[src/rtl/cpu_types_pkg.sv]
// Shared CPU control types: pipeline latch commands, control FSM states,
// the per-cycle command bundle and small helpers.
package cpu_types_pkg;

   localparam int unsigned REG_W  = 5;
   localparam int unsigned CNT_W  = 16;
   localparam int unsigned PIPE_W = 2;

   // Command applied by a pipeline latch on the next clock edge.
   typedef enum logic [PIPE_W-1:0] {
      PIPE_STALL  = 2'b00,
      PIPE_ENABLE = 2'b01,
      PIPE_NOP    = 2'b10,
      PIPE_FLUSH  = 2'b11
   } pipe_state_t;

   // Control FSM state; 2'b11 is unused and behaves as ST_RUN.
   typedef enum logic [1:0] {
      ST_RUN   = 2'b00,
      ST_DWAIT = 2'b01,
      ST_HALT  = 2'b10
   } ctrl_state_t;

   // One cycle's worth of latch commands plus the PC load enable.
   typedef struct packed {
      pipe_state_t fd;
      pipe_state_t de;
      pipe_state_t em;
      pipe_state_t mw;
      logic        pc_en;
   } pipe_cmd_t;

   // Build a command bundle in fd/de/em/mw order.
   function automatic pipe_cmd_t mk_cmd(input pipe_state_t fd,
                                        input pipe_state_t de,
                                        input pipe_state_t em,
                                        input pipe_state_t mw,
                                        input logic        pc_en);
      pipe_cmd_t c;
      c.fd    = fd;
      c.de    = de;
      c.em    = em;
      c.mw    = mw;
      c.pc_en = pc_en;
      return c;
   endfunction

   // Saturating increment for the performance counters.
   function automatic logic [CNT_W-1:0] sat_inc(input logic [CNT_W-1:0] v);
      return (v == '1) ? v : v + CNT_W'(1);
   endfunction

endpackage

[src/rtl/pipeline_if.sv]
// Pipeline latch control bundle shared between the controller and the
// pipeline registers.
//   fd_state/de_state/em_state/mw_state : latch commands
//   pc_en                                : PC load enable
interface pipeline_if;
   import cpu_types_pkg::*;

   pipe_state_t fd_state;
   pipe_state_t de_state;
   pipe_state_t em_state;
   pipe_state_t mw_state;
   logic        pc_en;

endinterface

[src/rtl/load_use_detect.sv]
// Load-use hazard detector: flags a load in EX whose destination register
// is a source of the instruction in decode. Register 0 never matches.
//   dREN_ex     : load in EX
//   regWSEL_ex  : EX destination register
//   rs_dec      : decode source register rs
//   rt_dec      : decode source register rt
//   load_use_c  : hazard present (combinational)
module load_use_detect
   import cpu_types_pkg::*;
(
   input  logic             dREN_ex,
   input  logic [REG_W-1:0] regWSEL_ex,
   input  logic [REG_W-1:0] rs_dec,
   input  logic [REG_W-1:0] rt_dec,
   output logic             load_use_c
);

   logic dest_valid;
   logic src_match;

   // $zero is hardwired, so a load targeting it creates no dependency.
   assign dest_valid = (regWSEL_ex != '0);
   assign src_match  = (regWSEL_ex == rs_dec) | (regWSEL_ex == rt_dec);
   assign load_use_c = dREN_ex & dest_valid & src_match;

endmodule

[src/rtl/pipeline_ctrl.sv]
// Pipeline hazard controller: issues per-cycle latch commands and PC
// enable from the control FSM and the current hazard inputs, and keeps
// saturating stall/flush performance counters.
//   CLK, RST                   : clock, synchronous active-high reset
//   ihit, dhit                 : fetch / data access complete
//   dREN_mem, dWEN_mem         : memory-stage access pending
//   branch_mem, jump_mem       : control-flow redirect resolved in MEM
//   halt_wb                    : halt reached WB
//   dREN_ex, regWSEL_ex        : load in EX and its destination
//   rs_dec, rt_dec             : decode source registers
//   fd/de/em/mw_state, pc_en   : latch commands and PC enable (combinational)
//   ctrl_st, halted            : FSM state and halt flag
//   stall_cnt, flush_cnt       : saturating performance counters
module pipeline_ctrl
   import cpu_types_pkg::*;
(
   input  logic                CLK,
   input  logic                RST,
   input  logic                ihit,
   input  logic                dhit,
   input  logic                dREN_mem,
   input  logic                dWEN_mem,
   input  logic                branch_mem,
   input  logic                jump_mem,
   input  logic                halt_wb,
   input  logic                dREN_ex,
   input  logic [REG_W-1:0]    regWSEL_ex,
   input  logic [REG_W-1:0]    rs_dec,
   input  logic [REG_W-1:0]    rt_dec,
   output logic [PIPE_W-1:0]   fd_state,
   output logic [PIPE_W-1:0]   de_state,
   output logic [PIPE_W-1:0]   em_state,
   output logic [PIPE_W-1:0]   mw_state,
   output logic                pc_en,
   output logic [1:0]          ctrl_st,
   output logic [CNT_W-1:0]    stall_cnt,
   output logic [CNT_W-1:0]    flush_cnt,
   output logic                halted
);

   ctrl_state_t state;
   ctrl_state_t next_state;
   pipe_cmd_t   cmd;
   logic        redirect;
   logic        mem_wait;
   logic        redirect_req;
   logic        load_use;

   pipeline_if pif ();

   load_use_detect u_load_use_detect (
      .dREN_ex    (dREN_ex),
      .regWSEL_ex (regWSEL_ex),
      .rs_dec     (rs_dec),
      .rt_dec     (rt_dec),
      .load_use_c (load_use)
   );

   assign mem_wait     = (dREN_mem | dWEN_mem) & ~dhit;
   assign redirect_req = branch_mem | jump_mem;

   // State register and performance counters.
   always_ff @(posedge CLK) begin
      if (RST) begin
         state     <= ST_RUN;
         stall_cnt <= '0;
         flush_cnt <= '0;
      end else begin
         state <= next_state;
         if ((state != ST_HALT) && !cmd.pc_en)
            stall_cnt <= sat_inc(stall_cnt);
         if (redirect)
            flush_cnt <= sat_inc(flush_cnt);
      end
   end

   // Next state and latch commands, highest-priority case first.
   // The DWAIT exit cycle (dhit seen) drops through to the lower cases.
   always_comb begin
      next_state = state;
      cmd        = mk_cmd(PIPE_ENABLE, PIPE_ENABLE, PIPE_ENABLE, PIPE_ENABLE, 1'b1);
      redirect   = 1'b0;

      if (RST) begin
         cmd        = mk_cmd(PIPE_FLUSH, PIPE_FLUSH, PIPE_FLUSH, PIPE_FLUSH, 1'b0);
         next_state = ST_RUN;
      end else if ((state == ST_HALT) || halt_wb) begin
         cmd        = mk_cmd(PIPE_STALL, PIPE_STALL, PIPE_STALL, PIPE_STALL, 1'b0);
         next_state = ST_HALT;
      end else if (mem_wait) begin
         // MEM result is not ready: freeze upstream, bubble into WB.
         cmd        = mk_cmd(PIPE_STALL, PIPE_STALL, PIPE_STALL, PIPE_NOP, 1'b0);
         next_state = ST_DWAIT;
      end else begin
         next_state = ST_RUN;
         if (redirect_req) begin
            // Wrong-path instructions are squashed; the PC loads the target
            // even if the current fetch is still outstanding.
            cmd      = mk_cmd(PIPE_FLUSH, PIPE_FLUSH, PIPE_FLUSH, PIPE_ENABLE, 1'b1);
            redirect = 1'b1;
         end else if (load_use) begin
            cmd = mk_cmd(PIPE_STALL, PIPE_NOP, PIPE_ENABLE, PIPE_ENABLE, 1'b0);
         end else if (!ihit) begin
            cmd = mk_cmd(PIPE_NOP, PIPE_ENABLE, PIPE_ENABLE, PIPE_ENABLE, 1'b0);
         end
      end
   end

   assign pif.fd_state = cmd.fd;
   assign pif.de_state = cmd.de;
   assign pif.em_state = cmd.em;
   assign pif.mw_state = cmd.mw;
   assign pif.pc_en    = cmd.pc_en;

   assign fd_state = pif.fd_state;
   assign de_state = pif.de_state;
   assign em_state = pif.em_state;
   assign mw_state = pif.mw_state;
   assign pc_en    = pif.pc_en;

   assign ctrl_st = state;
   assign halted  = (state == ST_HALT);

endmodule
[config.mk]
export PLATFORM = sky130hd
export DESIGN_NAME = pipeline_ctrl
export DESIGN_NICKNAME = d
export VERILOG_FILES = /design/src/rtl/cpu_types_pkg.sv /design/src/rtl/pipeline_if.sv /design/src/rtl/load_use_detect.sv /design/src/rtl/pipeline_ctrl.sv
export SDC_FILE = /design/constraint.sdc
export NUM_CORES = 1
export LEC_CHECK = 0
export CAP_MARGIN = 40
export CELL_PAD_IN_SITES_DETAIL_PLACEMENT = 0
export CELL_PAD_IN_SITES_GLOBAL_PLACEMENT = 1
export CORE_AREA = 2 2 78 80
export DETAILED_ROUTE_END_ITERATION = 16
export DIE_AREA = 0 0 80 82
export GPL_ROUTABILITY_DRIVEN = 0
export PLACE_DENSITY = 0.81
export SYNTH_ARGS = -nofsm -noshare
export SYNTH_HDL_FRONTEND = slang
export SYNTH_HIERARCHICAL = 1
export SYNTH_SLANG_ARGS = --single-unit
[constraint.sdc]
create_clock -name CLK -period 7.3 [get_ports CLK]
set_input_delay 2.19 -clock CLK [delete_from_list [all_inputs] [get_ports CLK]]
set_output_delay 2.19 -clock CLK [all_outputs]
set_load 0.03 [all_outputs]
=== Word-level counts from Yosys, hierarchy flattened ===
Index checks and enable logic that the tools add are counted.

* Equal/unequal tests: 6
* Bitwise gates (word level): 9
* $add $sub $neg: 2
* Reduce and logical (&&, ||, !) cells: 7
* Mux-type cells: 12

{| class="wikitable"
|+ Operators with widths
! operator !! count
|-
| 9-bit two-way mux || 6
|-
| 16-bit by 1-bit adder with 16-bit output (second input constant) || 2
|-
| 16-bit equality test (second input constant) || 2
|-
| 5-bit equality test || 2
|-
| 1-bit two-way mux || 5
|-
| 5-bit nonzero test || 1
|-
| 2-bit AND reduction || 2
|-
| 1-bit AND || 3
|-
| 1-bit inverter || 3
|-
| 1-bit bitwise OR || 3
|-
| 2-bit equality test (second input constant) || 1
|-
| 2-bit two-way mux || 1
|-
| 2-bit inequality test (second input constant) || 1
|-
| 2-bit OR reduction || 1
|-
| 1-bit logical AND || 1
|-
| 1-bit logical NOT || 1
|-
| 1-bit logical OR || 1
|}

* Output and inout bits: 44
* Bits of input ports: 25
* Word-level logic and storage cells: 40
* Flip-flop bits (word level): 34

=== Longest topological paths before layout ===
* Depth in word-level cells: 11
* Depth in mapped cells: 10
* Depth with buffers taken out: 9

=== Hierarchy ===
Netlist, hierarchy kept.

{| class="wikitable"
|+ Modules (own cells, without submodules)
! module !! times used !! cells each !! area an instance (um2) !! seq. area each (um2)
|-
| pipeline_ctrl || 1 || 219 || 1770.4 || 680.7
|-
| load_use_detect || 1 || 17 || 125.1 || 0.0
|}

=== Worst setup path after synthesis ===
OpenSTA, ideal clock, no wires.

* Path kind: input -> output
* From: input regWSEL_ex[1]
* To: output pc_en
* Slack: 1.187 ns
* Data arrival time: 3.923 ns
* Path buffers: 0
* Cell stages on the path: 6
* Data required time: 5.110 ns
* Cell sequence: or4_1 o21ai_1 a21oi_1 nand2b_1 a2111o_1 nor2_1

* Cells in the longest elaborated chain, start to end: 8
* Elaborated cells on any way between the ends: 11
* Classes of those cells: 2 x eq/ne; 5 x mux; 3 x bitwise; 1 x reduce/logical

{| class="wikitable"
|+ RTL lines
! element !! RTL line !! RTL
|-
| from (decl) || pipeline_ctrl.sv:27 || <nowiki>input logic [REG_W-1:0] regWSEL_ex,</nowiki>
|-
| 5-bit equality test or 5-bit nonzero test (tied branches) || load_use_detect.sv:23, load_use_detect.sv:22 ||
|-
| 1-bit bitwise OR or 1-bit AND (tied branches) || load_use_detect.sv:23, load_use_detect.sv:24 ||
|-
| 1-bit AND (*) || load_use_detect.sv:24 || <nowiki>assign load_use_c = dREN_ex & dest_valid & src_match;</nowiki>
|-
| named net load_use || pipeline_ctrl.sv:47 || <nowiki>logic load_use;</nowiki>
|-
| 9-bit two-way mux (*) || pipeline_ctrl.sv:101 || <nowiki>end else if (load_use) begin</nowiki>
|-
| 9-bit two-way mux (*) || pipeline_ctrl.sv:96 || <nowiki>if (redirect_req) begin</nowiki>
|-
| 9-bit two-way mux (*) || pipeline_ctrl.sv:90 || <nowiki>end else if (mem_wait) begin</nowiki>
|-
| 9-bit two-way mux (*) || pipeline_ctrl.sv:87 || <nowiki>end else if ((state == ST_HALT) || halt_wb) begin</nowiki>
|-
| 9-bit two-way mux (*) || pipeline_ctrl.sv:84 || <nowiki>if (RST) begin</nowiki>
|-
| to (decl) || pipeline_ctrl.sv:34 || <nowiki>output logic pc_en,</nowiki>
|}

The timed path passes the listed nets; every way through them passes the cells marked *.

=== Final worst setup path ===
* From: input regWSEL_ex[4]
* To: output fd_state[0]

* Cells in the longest elaborated chain, start to end: 8
* Elaborated cells on any way between the ends: 11
* Classes of those cells: 2 x eq/ne; 5 x mux; 3 x bitwise; 1 x reduce/logical

{| class="wikitable"
|+ RTL lines
! element !! RTL line !! RTL
|-
| 5-bit equality test or 5-bit nonzero test (tied branches) || load_use_detect.sv:23, load_use_detect.sv:22 ||
|-
| 1-bit bitwise OR or 1-bit AND (tied branches) || load_use_detect.sv:23, load_use_detect.sv:24 ||
|-
| 1-bit AND (*) || load_use_detect.sv:24 ||
|-
| named net load_use || pipeline_ctrl.sv:47 ||
|-
| 9-bit two-way mux (*) || pipeline_ctrl.sv:101 ||
|-
| 9-bit two-way mux (*) || pipeline_ctrl.sv:96 ||
|-
| 9-bit two-way mux (*) || pipeline_ctrl.sv:90 ||
|-
| 9-bit two-way mux (*) || pipeline_ctrl.sv:87 ||
|-
| 9-bit two-way mux (*) || pipeline_ctrl.sv:84 ||
|-
| to (decl) || pipeline_ctrl.sv:30 || <nowiki>output logic [PIPE_W-1:0] fd_state,</nowiki>
|}

Marks and branches as above.

==> metrics.txt <==
run status complete, no violations; Buffers on Ports 68; Final setup viols 0; die area ~6600 um^2; Worst EP arrival roughly 4.9 ns; I/O pin count 69; Top FF cell, synth dfxtp_1; crit path kind input port to primary output; syn_nets 263; Post-synth EDFFs 0; crit start category input port; Final Skew approximately 0.0050 ns; Period Utilization, post-route 96.5%; Yosys reg bits 34; Routed Antenna Nets 0; initial DRC count 97; Num CTS Buffers 5; Area Growth Syn to Fin 43.4%; hpwl dp roughly 4000 um; DR WL/cell between 10 and 15 um; CTS Hold Bufs 0; Cells after Synth about 240; nets 332; synth top area cells dfxtp_1 (36%), xnor2_1 (6.9%), nor2_1 (5.9%); worst min path class flip-flop to flip-flop; top post-synthesis cells by count dfxtp_1 (34), nor2_1 (30), nand2_1 (21); sequential share of the synthesized area between 30% and 40%; Max Cap Viol 0; Power Density approximately 150 nW/um^2; WP data required between 5 and 6 ns; most common cell in the netlist dfxtp_1; Vias about 1900; Filler Cell Count 618; Fin. Hold Viols 0; final non-filler cell total 380; dominant cell type by area after synthesis dfxtp_1; maximum clock rate around 140 MHz; CTS tree done; Initial DRT Pass Iterations 4; initial antenna violation count 0; Multi-input gate area 1140 um^2; VDD IR-drop max 0.0722 mV; clk root buf clkbuf_8; Final min period between 7 and 8 ns; Reg clk slew, reported paths roughly 0.07 ns; fin. max-slew vios 0; total track usage roughly 16%; Worst Setup End Kind primary output; CTS Sinks 34; die width around 80 um; H-tree Lvls 2; Distinct cells, synth 44; Core Util, Final 47.3%; critical path fanouts, max 5; Fin Setup TNS 0 ns; layout cells sized above 1 under 10%; Synth Warn # 6; ys async rst share 0%; grt ovf 0; Synth top area share around 36%; vias in the first global route about 1800; FF+latch area 681 um^2; die height between 80 and 90 um; Bufs on Longest Clock Path 2; ANT cells 0; relative slew slack ~44%; Row Count 28; Slew @ Worst Pin 0.836 ns; vias per inst around 5.1; Clk Latency, worst-skew pair roughly 0.28 ns; WL final approximately 5000 um; mapped cell area 1900 um^2; mean area per synthesized cell 8.03 um^2; first-pass GRT wire length 8480 um; RSZ-0062 raised after global routing no; largest net degree at the start of global routing 24; Leakage roughly 0.90 nW; Initial Util ~33%; core area approximately 5700 um^2; placed insts 373; DRC 0
==> per-stage QoR <==
stage / hold WS [ns] / power [W] / area, um^2 / setup WS (ns)
finish: 0.522 / 0.000397 / 2720 / 0.256
global route: 0.562 / 0.000416 / 2720 / 0.0840
CTS: 0.527 / 0.000403 / 2720 / 0.140
detailed placement: 0.514 / 0.000272 / 2640 / 0.144
global placement: 0.498 / 0.000271 / 2640 / 0.170
floorplan: 0.621 / 0.000238 / 1900 / 1.19
==> registers in the layout, indices dropped and copies added, names as in the netlist <==
register,cells
flush_cnt,16
stall_cnt,16
ctrl_st,2
==> layout make-up <==
| class | count | area share (%) |
|---|---|---|
| multi-input cells | 185 | 41.8 |
| repair buffers | 71 | 25.8 |
| inverters | 8 | 1.10 |
| well taps | 75 | 3.45 |
| clock buffers | 7 | 2.81 |
| flip-flops and latches | 34 | 25.0 |
==> critical path: stages <==
cell             delay [ns]
clkdlybuf4s50_1        0.48
or4_1                  0.52
o21ai_1                0.13
a21oi_1                0.09
nand2b_1               0.17
a2111o_1               0.50
nand2_1                0.11
clkdlybuf4s50_1        0.67
==> layout by cell type, fill, tap and decap left out, drive strengths merged, types with 2 or more instances in the layout <==
master | Yosys | final
a211oi | 2 | 2
a21oi | 11 | 11
and3 | 2 | 2
and4 | 3 | 3
buf | 4 | 3
clkbuf | 5 | 7
clkdlybuf4s50 | 0 | 67
dfxtp | 34 | 34
ha | 2 | 2
inv | 8 | 8
mux2i | 2 | 2
nand2 | 21 | 21
nand2b | 2 | 2
nand3 | 12 | 12
nand4 | 11 | 11
nor2 | 30 | 30
nor3 | 8 | 8
nor4 | 11 | 11
o21a | 2 | 2
o21ai | 12 | 12
o21ba | 2 | 2
o31ai | 3 | 3
or3 | 9 | 9
or4 | 4 | 4
xnor2 | 15 | 15
xor2 | 9 | 9
==> path summary, 6_finish.rpt <==
check        depth (start not counted)             to           from  slack, ns
max                                  8    fd_state[0]  regWSEL_ex[4]       0.26
min                                  2  stall_cnt[10]  stall_cnt[10]       0.52
max reg2reg                          6   stall_cnt[5]     ctrl_st[0]       4.99
min reg2reg                          2  stall_cnt[10]  stall_cnt[10]       0.52
==> cell families after synthesis <==
logic type	share of synthesized area [%]
AND/OR/NAND/NOR	32.3
AO/OA/AOI/OAI	13.4
flip-flops	35.9
XOR/XNOR	11.1
buffers and inverters	4.16
multiplexers	1.85
adder cells (fa/ha/maj)	1.32
==> power by group <==
| part | switching (W) | leakage, nW | internal, W |
|---|---|---|---|
| Sequential | 0.00000349 | 0.275 | 0.000189 |
| Combinational | 0.0000406 | 0.589 | 0.0000341 |
| Clock | 0.0000644 | 0.0383 | 0.0000657 |
==> what timing repair did <==
item | in CTS | in global routing
endpoints found under the setup margin | 0 | 1
setup buffers | 0 | 0
gates resized for setup | 0 | 1
==> metal layers <==
layer / global-route usage [%] / wire [um]
met3: 2.97 / 173
met2: 29.5 / 2560
met1: 20.1 / 2250
met5: 0 / 0
met4: 3.56 / 32
No activity file was read; power rests on OpenSTA's default activity.
==> edit: new RTL, same settings <==
Change the package constant `REG_W` from 5 to 10.
--- a/src/rtl/cpu_types_pkg.sv
+++ b/src/rtl/cpu_types_pkg.sv
@@ -2,7 +2,7 @@
 // the per-cycle command bundle and small helpers.
 package cpu_types_pkg;
 
-   localparam int unsigned REG_W  = 5;
+   localparam int unsigned REG_W  = 10;
    localparam int unsigned CNT_W  = 16;
    localparam int unsigned PIPE_W = 2;
 
Interface: changed (resized regWSEL_ex, rs_dec and rt_dec); port bits go from 69 to 84. No check against the original RTL was run, so the function may have changed too.
==> edit against the original RTL <==
Critical path depth did not move; final cell count is 8.2% higher; maximum frequency shrank 1.3%; worst setup slack worse by 96 ps; first-iteration DRC count fell by 7.2%; largest power group is now clock; power is 24% higher; synthesized area up 6.7%; sequential cell count unchanged; routed wire length increased by 10%; via count rose by 7.7%; design area is 13% higher; synthesized cell count rose by 5.5%; sequential power about the same.
==> edit: results <==
export IMPL_status="finished, final reports clean"
export IMPL_grt_usage_pct=17.3
export IMPL_synth_nets=291
export IMPL_cp_max_fo=4
export IMPL_grt_pass1_wl_um=9090
export IMPL_crit_family="buffers and inverters"
export IMPL_diodes=0
export IMPL_critical_path_arrival_ps=4950
export IMPL_ir_drop_mv=0.0843
export IMPL_cts_root_buf="clkbuf_8"
export IMPL_synthTopCellsByCount="34 x dfxtp_1, 30 x nor2_1, 21 x nand2_1"
export IMPL_num_vias=2074
export IMPL_seq_area_frac_synth_pct=33.6
export IMPL_worstSkewPairLatency_ps=290
export IMPL_yosysWarnings=6
export IMPL_synth_area_leaders="dfxtp_1 34%, xor2_1 8.2%, xnor2_1 6.5%"
export IMPL_hpwl_um=4240
export IMPL_numPortBuffers=83
export IMPL_post_cts_resized=0
export IMPL_cts_max_path_buffers=2
export IMPL_reg2regPathDepth=7
export IMPL_cts_max_level=2
export IMPL_power_leakage_nw=1.04
export IMPL_postSynth_asyncResetShare_pct=0
export IMPL_worstHoldPathCells=2
export IMPL_worstMarginPinSlew_ps=870
export IMPL_drt_wl_total_um=5540
export IMPL_crit_slowest_cell="clkdlybuf4s50_1"
export IMPL_fin_worst_skew_ps=12.8
export IMPL_grt_antenna_before_repair=0
export IMPL_drive_above_1_share_pct=7.74
export IMPL_min_path_type="reg2reg"
export IMPL_drt_pass1_iter_count=4
export IMPL_drt_iter0_drc=90
export IMPL_grt_max_degree=24
export IMPL_grt_pass1_vias=1936
export IMPL_slowest_delay_ps=660
export IMPL_path_clk_slew_ps=80
export IMPL_fin_nets=377
export IMPL_yosys_cell_types_count=44
export IMPL_drcViolationCount=0
export IMPL_post_cts_buffers=0
export IMPL_numCtsBuffers=5
==> edit: worst paths after layout <==
check                     start             to  slack [ps]
hold / removal    stall_cnt[10]  stall_cnt[10]         520
hold reg to reg   stall_cnt[10]  stall_cnt[10]         520
setup reg to reg     ctrl_st[0]   stall_cnt[5]        4920
setup / recovery  regWSEL_ex[8]    fd_state[0]         160
==> edit: per-stage QoR <==
step | worst slack (ps) | util (%) | hold WS, ps | cell area (µm²) | std cells
4_1_cts | 144 | 53.5 | 522 | 3080 | 411
3_5_place_dp | 149 | 51.1 | 508 | 2940 | 403
5_1_grt | 31.4 | 53.5 | 535 | 3080 | 411
3_3_place_gp | 194 | 50.9 | 503 | 2930 | 402
6_report | 159 | 53.5 | 520 | 3080 | 411
2_1_floorplan | 1000 | - | 621 | 2020 | 249
==> edit: cells by family after synthesis <==
kind of cell,count (synthesis),share of synthesized area [%]
buf+inv,17,3.90
compound gates,39,13.1
xor+xnor,34,14.7
flops,34,33.6
fa+ha+maj,2,1.24
simple gates,120,31.7
mux,3,1.73
==> edit: power breakdown <==
part / internal, W / switching, W
Sequential: 0.000188 / 0.00000344
Clock: 0.000137 / 0.0000750
Combinational: 0.0000444 / 0.0000454
Total: 0.000370 / 0.000124
==> edit: worst min-delay path, cell delays in order, from the launching register on <==
cell and delay [ps]:
dfxtp_1 340, o21ai_0 80, a21oi_1 60
==> edit: cell type report <==
class / instances / area, µm²
Fill cell: 558 / 2670
Clock buffer: 5 / 68.8
Sequential cell: 34 / 681
Multi-Input combinational cell: 198 / 1260
Timing Repair Buffer: 88 / 870
Inverter: 8 / 30.0
Clock inverter: 3 / 68.8
Tap cell: 75 / 93.8
==> edit: routing by layer <==
metal | share of wire [%] | wire (µm) | vias up | track usage (%)
li1 | - | - | 1069 | -
met1 | 48 | 2680 | 947 | 23.1
met2 | 45 | 2500 | 49 | 27.8
met3 | 4.4 | 246 | 9 | 3.63
met4 | 2.0 | 112 | 0 | 5.76
met5 | 0 | 0 | - | 0
